$ cat src/rtl/spi_ip_pkg.sv
// Shared definitions for the SPI slave-side IP blocks: state encoding,
// width helper and default edge-gap limit.
package spi_ip_pkg;

  typedef enum logic {
    ST_IDLE   = 1'b0,
    ST_ACTIVE = 1'b1
  } sckr_state_t;

  localparam int DEFAULT_MIN_EDGE_GAP = 3;

  // Bits needed to hold values 0..value-1 (never less than 1).
  function automatic int clogb2(input int value);
    int r;
    r = 1;
    while ((1 << r) < value) r = r + 1;
    return r;
  endfunction

endpackage

$ cat src/rtl/spi_ip_sync.sv
// N-stage flip-flop synchronizer for a single asynchronous input, with a
// selectable reset level so idle-high lines do not glitch out of reset.
module spi_ip_sync #(
  parameter int   STAGES  = 2,
  parameter logic RST_VAL = 1'b0
) (
  input  logic i_clk,
  input  logic i_rst,
  input  logic i_d,
  output logic o_q
);

  logic [STAGES-1:0] r_sync;

  always_ff @(posedge i_clk or posedge i_rst) begin
    if (i_rst) begin
      r_sync <= {STAGES{RST_VAL}};
    end else begin
      r_sync <= {r_sync[STAGES-2:0], i_d};
    end
  end

  assign o_q = r_sync[STAGES-1];

endmodule

$ cat src/rtl/spi_ip_sck_recover.sv
// Slave-side SCK recovery: synchronizes SCK/SS_n, turns SCK edges into
// registered start/sample/shift strobes, counts bits and checks SCK speed.
module spi_ip_sck_recover
  import spi_ip_pkg::*;
#(
  parameter int PARAM_SYNC_STAGES  = 2,
  parameter int PARAM_DATA_WIDTH   = 8,
  parameter int PARAM_MIN_EDGE_GAP = DEFAULT_MIN_EDGE_GAP
) (
  input  logic                                sckr_clk_i,
  input  logic                                sckr_rst_i,
  input  logic                                sckr_enable_i,
  input  logic                                sckr_cpol_i,
  input  logic                                sckr_cpha_i,
  input  logic                                sckr_sck_i,
  input  logic                                sckr_ss_n_i,
  output logic                                sckr_start_o,
  output logic                                sckr_sample_o,
  output logic                                sckr_shift_o,
  output logic [clogb2(PARAM_DATA_WIDTH)-1:0] sckr_bit_cnt_o,
  output logic                                sckr_frame_done_o,
  output logic                                sckr_abort_o,
  output logic                                sckr_busy_o,
  output logic                                sckr_err_fast_o,
  output logic                                sckr_err_pol_o
);

  localparam int BIT_W = clogb2(PARAM_DATA_WIDTH);
  localparam int GAP_W = clogb2(PARAM_MIN_EDGE_GAP + 1);
  localparam logic [BIT_W-1:0] LAST_BIT = BIT_W'(PARAM_DATA_WIDTH - 1);
  localparam logic [GAP_W-1:0] GAP_SAT  = GAP_W'(PARAM_MIN_EDGE_GAP);

  sckr_state_t r_state, w_state_nx;
  logic w_sck_s, w_ss_s;
  logic r_sck_d, r_ss_d;
  logic [PARAM_SYNC_STAGES-1:0] r_flush;
  logic r_armed;
  logic r_cpol, r_cpha, w_cpol_nx, w_cpha_nx;
  logic [BIT_W-1:0] r_bit_cnt, w_bit_cnt_nx;
  logic [GAP_W-1:0] r_gap, w_gap_nx;
  logic r_start, r_sample, r_shift, r_done, r_abort, r_err_fast, r_err_pol;
  logic w_start_nx, w_sample_nx, w_shift_nx, w_done_nx, w_abort_nx;
  logic w_err_fast_nx, w_err_pol_nx;
  logic w_sck_rise, w_sck_fall, w_sck_edge, w_ss_fall, w_ss_rise;
  logic w_leading, w_sample_ev;

  spi_ip_sync #(.STAGES(PARAM_SYNC_STAGES), .RST_VAL(1'b0)) u_sck_sync (
    .i_clk(sckr_clk_i), .i_rst(sckr_rst_i), .i_d(sckr_sck_i), .o_q(w_sck_s)
  );

  spi_ip_sync #(.STAGES(PARAM_SYNC_STAGES), .RST_VAL(1'b1)) u_ss_sync (
    .i_clk(sckr_clk_i), .i_rst(sckr_rst_i), .i_d(sckr_ss_n_i), .o_q(w_ss_s)
  );

  // SS_n falls only count once a genuine high level has reached the
  // synchronizer output after reset, so a low SS_n at release is ignored.
  assign w_sck_rise  = w_sck_s & ~r_sck_d;
  assign w_sck_fall  = ~w_sck_s & r_sck_d;
  assign w_sck_edge  = w_sck_rise | w_sck_fall;
  assign w_ss_fall   = ~w_ss_s & r_ss_d & r_armed;
  assign w_ss_rise   = w_ss_s & ~r_ss_d;
  assign w_leading   = r_cpol ? w_sck_fall : w_sck_rise;
  assign w_sample_ev = w_leading ^ r_cpha;

  always_ff @(posedge sckr_clk_i or posedge sckr_rst_i) begin
    if (sckr_rst_i) begin
      r_state    <= ST_IDLE;
      r_sck_d    <= 1'b0;
      r_ss_d     <= 1'b1;
      r_flush    <= '0;
      r_armed    <= 1'b0;
      r_cpol     <= 1'b0;
      r_cpha     <= 1'b0;
      r_bit_cnt  <= '0;
      r_gap      <= GAP_SAT;
      r_start    <= 1'b0;
      r_sample   <= 1'b0;
      r_shift    <= 1'b0;
      r_done     <= 1'b0;
      r_abort    <= 1'b0;
      r_err_fast <= 1'b0;
      r_err_pol  <= 1'b0;
    end else begin
      r_state    <= w_state_nx;
      r_sck_d    <= w_sck_s;
      r_ss_d     <= w_ss_s;
      r_flush    <= {r_flush[PARAM_SYNC_STAGES-2:0], 1'b1};
      r_armed    <= r_armed | (r_flush[PARAM_SYNC_STAGES-1] & w_ss_s);
      r_cpol     <= w_cpol_nx;
      r_cpha     <= w_cpha_nx;
      r_bit_cnt  <= w_bit_cnt_nx;
      r_gap      <= w_gap_nx;
      r_start    <= w_start_nx;
      r_sample   <= w_sample_nx;
      r_shift    <= w_shift_nx;
      r_done     <= w_done_nx;
      r_abort    <= w_abort_nx;
      r_err_fast <= w_err_fast_nx;
      r_err_pol  <= w_err_pol_nx;
    end
  end

  always_comb begin
    w_state_nx    = r_state;
    w_cpol_nx     = r_cpol;
    w_cpha_nx     = r_cpha;
    w_bit_cnt_nx  = r_bit_cnt;
    w_start_nx    = 1'b0;
    w_sample_nx   = 1'b0;
    w_shift_nx    = 1'b0;
    w_done_nx     = 1'b0;
    w_abort_nx    = 1'b0;
    w_err_fast_nx = r_err_fast;
    w_err_pol_nx  = r_err_pol;
    // Clocks since the last SCK edge, saturating; runs in every state.
    if (w_sck_edge)            w_gap_nx = '0;
    else if (r_gap == GAP_SAT) w_gap_nx = r_gap;
    else                       w_gap_nx = r_gap + 1'b1;

    if (!sckr_enable_i) begin
      w_state_nx    = ST_IDLE;
      w_bit_cnt_nx  = '0;
      w_err_fast_nx = 1'b0;
      w_err_pol_nx  = 1'b0;
    end else begin
      case (r_state)
        ST_IDLE: begin
          if (w_ss_fall) begin
            w_state_nx    = ST_ACTIVE;
            w_start_nx    = 1'b1;
            w_bit_cnt_nx  = '0;
            w_cpol_nx     = sckr_cpol_i;
            w_cpha_nx     = sckr_cpha_i;
            w_err_fast_nx = 1'b0;
            w_err_pol_nx  = (w_sck_s != sckr_cpol_i);
            w_gap_nx      = '0;
          end
        end
        ST_ACTIVE: begin
          if (w_ss_rise) begin
            w_state_nx   = ST_IDLE;
            w_abort_nx   = (r_bit_cnt != '0);
            w_bit_cnt_nx = '0;
          end else if (w_sck_edge) begin
            if (r_gap < GAP_SAT) w_err_fast_nx = 1'b1;
            if (w_sample_ev) begin
              w_sample_nx = 1'b1;
              if (r_bit_cnt == LAST_BIT) begin
                w_done_nx    = 1'b1;
                w_bit_cnt_nx = '0;
              end else begin
                w_bit_cnt_nx = r_bit_cnt + 1'b1;
              end
            end else begin
              w_shift_nx = 1'b1;
            end
          end
        end
        default: w_state_nx = ST_IDLE;
      endcase
    end
  end

  assign sckr_start_o      = r_start;
  assign sckr_sample_o     = r_sample;
  assign sckr_shift_o      = r_shift;
  assign sckr_bit_cnt_o    = r_bit_cnt;
  assign sckr_frame_done_o = r_done;
  assign sckr_abort_o      = r_abort;
  assign sckr_busy_o       = (r_state == ST_ACTIVE);
  assign sckr_err_fast_o   = r_err_fast;
  assign sckr_err_pol_o    = r_err_pol;

endmodule

$ cat config.mk
export PLATFORM = sky130hd
export DESIGN_NAME = spi_ip_sck_recover
export DESIGN_NICKNAME = d
export VERILOG_FILES = /design/src/rtl/spi_ip_pkg.sv /design/src/rtl/spi_ip_sync.sv /design/src/rtl/spi_ip_sck_recover.sv
export SDC_FILE = /design/constraint.sdc
export NUM_CORES = 1
export LEC_CHECK = 0
export ABC_AREA = 0
export BUFFER_PORTS_ARGS = -buffer_cell sky130_fd_sc_hd__buf_2
export CORE_MARGIN = 4
export CORE_UTILIZATION = 54
export DETAILED_ROUTE_END_ITERATION = 16
export PLACE_DENSITY = 0.87
export SYNTH_ARGS = -nofsm -noshare
export SYNTH_HDL_FRONTEND = slang
export SYNTH_SLANG_ARGS = --single-unit
$ cat constraint.sdc
create_clock -name sckr_clk_i -period 3.75 [get_ports sckr_clk_i]
set_clock_uncertainty 0.1 [all_clocks]
set_input_delay 0.1875 -clock sckr_clk_i [delete_from_list [all_inputs] [get_ports sckr_clk_i]]
set_output_delay 0.1875 -clock sckr_clk_i [all_outputs]
set_load 0.02 [all_outputs]
* Word-level counts from Yosys, hierarchy flattened
Index checks and enable logic that the tools add are counted.
** Word-level totals
- Word-level logic and storage cells :: 98
- Memories kept :: 0
- Latch bits :: 0
- RAM bits :: 0
- ROM bits :: 0
- Register bits after elaboration :: 24
** Operators by class
- $mul :: 0
- Shifts and indexed selects :: 0
- Reductions and logical operators :: 5
- Order comparisons :: 1
- Add/sub/neg operators :: 2
- Bitwise gates (word level) :: 14
- Equal/unequal tests :: 11
- Divide/modulo/power cells :: 0
- Muxes and demuxes :: 47
** Operators with widths (count)
- 1-bit 2-to-1 mux :: 33
- 3-bit 2-to-1 mux :: 6
- 2-bit 2-to-1 mux :: 5
- 4-bit by 2-bit inequality test with 1-bit output (second input constant) :: 2
- 1-bit bitwise AND :: 6
- 3-bit by 2-bit inequality test with 1-bit output (second input constant) :: 2
- 3-bit inequality test (second input constant) :: 2
- 3-bit one-hot mux with 2 select lines :: 1
- 3-bit AND reduction :: 2
- 1-bit inverter :: 5
- 1-bit one-hot mux with 2 select lines :: 2
- 4-bit AND reduction :: 1
- 3-bit by 1-bit adder with 3-bit output (second input constant) :: 1
- 3-bit equality test (second input constant) :: 1
- 3-bit nonzero test :: 1
- 2-bit by 1-bit adder with 2-bit output (second input constant) :: 1
- 2-bit equality test (second input constant) :: 1
- 2-bit less-than comparator (second input constant) :: 1
- 2-bit by 1-bit inequality test with 1-bit output (second input constant) :: 1
- 2-bit inequality test (second input constant) :: 1
- 1-bit OR :: 2
- 2-bit AND reduction :: 1
- 1-bit inequality test :: 1
- 1-bit XOR :: 1

* Logic depth before layout (Yosys ltp)
- Depth in word-level cells :: 9
- Depth in mapped cells :: 6
- Depth with buffers taken out :: 6

* By module
From an unflattened synthesis, not the netlist that was laid out.
** Unflattened totals
- Cells, all modules :: 74
- Area total of the unflattened synthesis :: 968.4 µm²
** Modules (own cells, without submodules)
- spi_ip_sck_recover :: sequential area each 504.2 µm², instances 1, cells an instance 68, area an instance 858.3 µm²
- spi_ip_sync at u_ss_sync :: sequential area each 52.6 µm², instances 1, cells an instance 3, area an instance 56.3 µm²
- spi_ip_sync at u_sck_sync :: sequential area each 50.0 µm², instances 1, cells an instance 3, area an instance 53.8 µm²

* Worst setup path before layout
OpenSTA, ideal clock, no wires.
- Path type :: register -> register
- From :: register u_sck_sync.r_sync[1]
- To :: register r_bit_cnt[0] (netlist: sckr_bit_cnt_o[0])
- Required time :: 3.525 ns
- Period minus slack after synthesis :: 1.588 ns
- Path slack :: 2.162 ns
- Cell stages (with the launch flop) :: 7
- Data arrival time :: 1.363 ns
- Path buffers :: 0
- Cells stage by stage :: dfrtp_1 > inv_1 > ha_1 > mux2i_2 > xnor2_1 > o22ai_2 > mux2_2
** Between the ends
- Word-level cells in the longest chain between the ends :: 6
- Elaborated cells between the ends (all ways) :: 9
- Those cells by class :: eq/ne (2); mux (1); bitwise (5); reduce/logical (1)
** Ends and longest elaborated chain
- start: declaration :: line spi_ip_sync.sv:13 : logic [STAGES-1:0] r_sync;
- start signal: assignment :: line spi_ip_sync.sv:17 : r_sync <= {STAGES{RST_VAL}};
- start signal: assignment :: line spi_ip_sync.sv:19 : r_sync <= {r_sync[STAGES-2:0], i_d};
- 1-bit inverter :: line spi_ip_sck_recover.sv:58 : assign w_sck_fall = ~w_sck_s & r_sck_d;
- 1-bit bitwise AND :: line spi_ip_sck_recover.sv:58
- 1-bit 2-to-1 mux :: line spi_ip_sck_recover.sv:62 : assign w_leading = r_cpol ? w_sck_fall : w_sck_rise;
- 1-bit XOR :: line spi_ip_sck_recover.sv:63 : assign w_sample_ev = w_leading ^ r_cpha;
- 4-bit by 2-bit inequality test with 1-bit output (no source line)
- 3-bit AND reduction (no source line) *
- end signal: assignment :: line spi_ip_sck_recover.sv:91 : r_bit_cnt <= w_bit_cnt_nx;
- end: declaration :: line spi_ip_sck_recover.sv:39 : logic [BIT_W-1:0] r_bit_cnt, w_bit_cnt_nx;
Every way passes the cells marked *; elsewhere a longest branch is shown, timed or not.
A chain may end at the register's enable or synchronous reset.

* Worst setup path in the final report
Same ends and word-level chain as after synthesis.

==> impl_metrics.env <==
export IMPL_outcome="finished clean"
export IMPL_final_cell_mix="19 x dfrtp_1, 17 x buf_2, 7 x inv_1"
export IMPL_synth_warnings=0
export IMPL_critPathMaxStageDelay_ps=420
export IMPL_syn_area_um2=963
export IMPL_cts_sinks=24
export IMPL_final_common_cell="dfrtp_1"
export IMPL_yosysTopAreaCellShare_pct=49.4
export IMPL_synthesis_nets=87
export IMPL_r2r_cells=6
export IMPL_vias_per_cell=5.14
export IMPL_synth_avg_cell_area_um2=12.8
export IMPL_diodes=0
export IMPL_hold_depth=2
export IMPL_synth_xor_area_share_pct=2.73
export IMPL_yosysTopAreaCell="dfrtp_1"
export IMPL_critical_path_class="flip-flop to flip-flop"
export IMPL_cts_resized=0
export IMPL_die_area_um2=2520
export IMPL_cts_setup_buffers=0
export IMPL_hold_viol=0
export IMPL_cp_slowest_cell="dfrtp_1"
export IMPL_initial_core_util_pct=56.4
export IMPL_gp_congestion=0.812
export IMPL_register_area_um2=607
export IMPL_cts_hold_buffers=4
export IMPL_drtAntennaViolNets=0
export IMPL_overflow=0
export IMPL_slew_violations=0
export IMPL_synth_compound_area_share_pct=8.83
export IMPL_period_minus_slack_ps=1730
export IMPL_critical_path_reg2reg_startpoint="u_sck_sync.r_sync[1]"
export IMPL_critPathBufInv=1
export IMPL_holdPathEnd="r_cpol"
export IMPL_io_buffers=17
export IMPL_hold_path_class="primary input to flip-flop"
export IMPL_synth_distinct_cells=29
export IMPL_post_route_period_util_pct=46.3
export IMPL_tightest_slew_ps=835
export IMPL_finalSetupTns_ps=0
export IMPL_grt_pass1_vias=674
export IMPL_clockBufferDepth=2
export IMPL_synth_adder_area_share_pct=6.49
export IMPL_synth_top_family_by_area="simple AND/OR/NAND/NOR gates"
export IMPL_synth_area_top_cells="dfrtp_1 49%, dfstp_2 14%, ha_1 6.5%"
export IMPL_grt_max_degree=25
export IMPL_clock_latency_ps=310
export IMPL_cp_start_kind="flip-flop"
export IMPL_holdWs_ps=36.3
export IMPL_cts_made_buffers=3
export IMPL_cap_violations=0
export IMPL_cp_top_family="multiplexers"
export IMPL_htreeDepth=1
export IMPL_num_rows=15
export IMPL_grt_setup_unrepaired="no"
export IMPL_synth_simple_area_share_pct=10.9
export IMPL_worstPathRequired_ps=3910
export IMPL_ys_ff_latch=24
export IMPL_num_io_pins=18
export IMPL_grt_pass1_wl_um=2730
export IMPL_antenna_found_initial=0
export IMPL_ff2ff_setup_slack_ps=2020
export IMPL_cts_tree="done"
export IMPL_drive_gt1_share_pct=32.0
export IMPL_crit_chain="inv_1, ha_1, mux2i_2, xor2_1, nor4_1, mux2_2"
export IMPL_finalSetupViolCount=0
export IMPL_synthToLayoutAreaGrowth_pct=21.7
export IMPL_layout_nets=113
export IMPL_route_detailed_drc=0
export IMPL_clk_pin_slew_ps=120
export IMPL_hpwlAfterDp_um=1170
export IMPL_drt_iter0_drc=6
export IMPL_vdd_drop_max_mv=0.317
export IMPL_postSynthCellCount=75
export IMPL_num_fill_cells=128
export IMPL_root_buffer="clkbuf_4"
export IMPL_fmax_ghz=0.577
export IMPL_first_pass_iters=5
export IMPL_multi_input_area_um2=330
export IMPL_vias=642
export IMPL_synth_mux_area_fraction_pct=4.94
export IMPL_ys_seq_area_share_pct=63.0
export IMPL_die_w_um=50.2
export IMPL_power_leakage_nw=0.594
export IMPL_wirelength_um=1610
export IMPL_max_slew_margin_rel_pct=44.3
export IMPL_worst_path_max_fanout=4
export IMPL_die_h_um=50.2
export IMPL_cp_arrival_ps=1890
export IMPL_core_area_um2=1710
export IMPL_powerDensity_nw_per_um2=460
export IMPL_globalRouteTotalUtil_pct=14.4
export IMPL_wl_per_cell_um=12.8
export IMPL_r2r_end="sckr_bit_cnt_o[0]"
export IMPL_cp_end_kind="flip-flop"
export IMPL_hold_path_startpoint="sckr_cpol_i"
[stage by stage]
stage	power [mW]	util (%)	setup slack, ps	std cells	cell area [um2]
global placement	0.357	63.2	2120	117	1080
global route	0.564	68.6	1920	125	1170
floorplan	0.342	-	2160	75	963
detailed placement	0.361	63.2	2030	117	1080
finish	0.539	68.6	2020	125	1170
CTS	0.545	68.6	2020	125	1170
[cell families after synthesis]
| logic type | count (synthesis) |
|---|---|
| mux | 4 |
| xor+xnor | 3 |
| simple gates | 19 |
| compound gates | 12 |
| fa+ha+maj | 5 |
| other cells | 1 |
| buf+inv | 7 |
| flops | 24 |
[worst reg2reg max path: stages, from the launching register on]
cell and delay [ps]:
dfrtp_1 420, inv_1 60, ha_1 180, mux2i_2 210, xor2_1 120, nor4_1 350
mux2_2 230
[sequential cells by signal, indices dropped and copies added (netlist names), 2 cells and up]
register / count
u_sck_sync.r_sync: 2
sckr_bit_cnt_o: 3
r_gap: 2
r_flush: 2
u_ss_sync.r_sync: 2
[layer usage]
metal,part of all wire (%),vias to the layer above,global-route usage (%)
met3,5.7,4,3.26
li1,-,307,-
met5,0,-,0
met1,42,305,15.6
met4,1.6,0,8.76
met2,51,26,25.2
[worst max path at each step]
stage,startpoint,endpoint,cells after the start
2_1_floorplan,u_sck_sync.r_sync[1],sckr_bit_cnt_o[0],6
3_5_place_dp,u_sck_sync.r_sync[1],sckr_bit_cnt_o[0],6
5_1_grt,u_sck_sync.r_sync[1],sckr_bit_cnt_o[0],6
3_3_place_gp,u_sck_sync.r_sync[1],sckr_bit_cnt_o[0],6
6_report,u_sck_sync.r_sync[1],sckr_bit_cnt_o[0],6
4_1_cts,u_sck_sync.r_sync[1],sckr_bit_cnt_o[0],6
[synthesized netlist by cell type (all sizes together)]
cell	instances
a21boi	1
a21o	1
a21oi	4
a22o	1
and2	1
and4bb	1
conb	1
dfrtp	19
dfstp	5
ha	5
inv	7
mux2	3
mux2i	1
nand2	5
nand2b	1
nand3	1
nand3b	1
nand4	1
nor2	2
nor2b	1
nor3	3
nor3b	1
nor4	1
o211a	1
o21ai	2
o22ai	1
o2bb2ai	1
xnor2	2
xor2	1
[area by class of cell]
cell class	count	area share (%)
Clock inverter	1	2.56
Sequential cell	24	51.8
Tap cell	25	2.67
Timing Repair Buffer	21	10.7
Clock buffer	3	1.92
Multi-Input combinational cell	44	28.2
Inverter	7	2.24
[where the power goes]
part           internal, mW  switching, mW  leakage, nW
Combinational        0.0297         0.0359        0.271
Sequential            0.280         0.0135        0.295
Clock                 0.108         0.0724       0.0279
Total                 0.417          0.122        0.594
No activity file was read; power rests on OpenSTA's default activity.
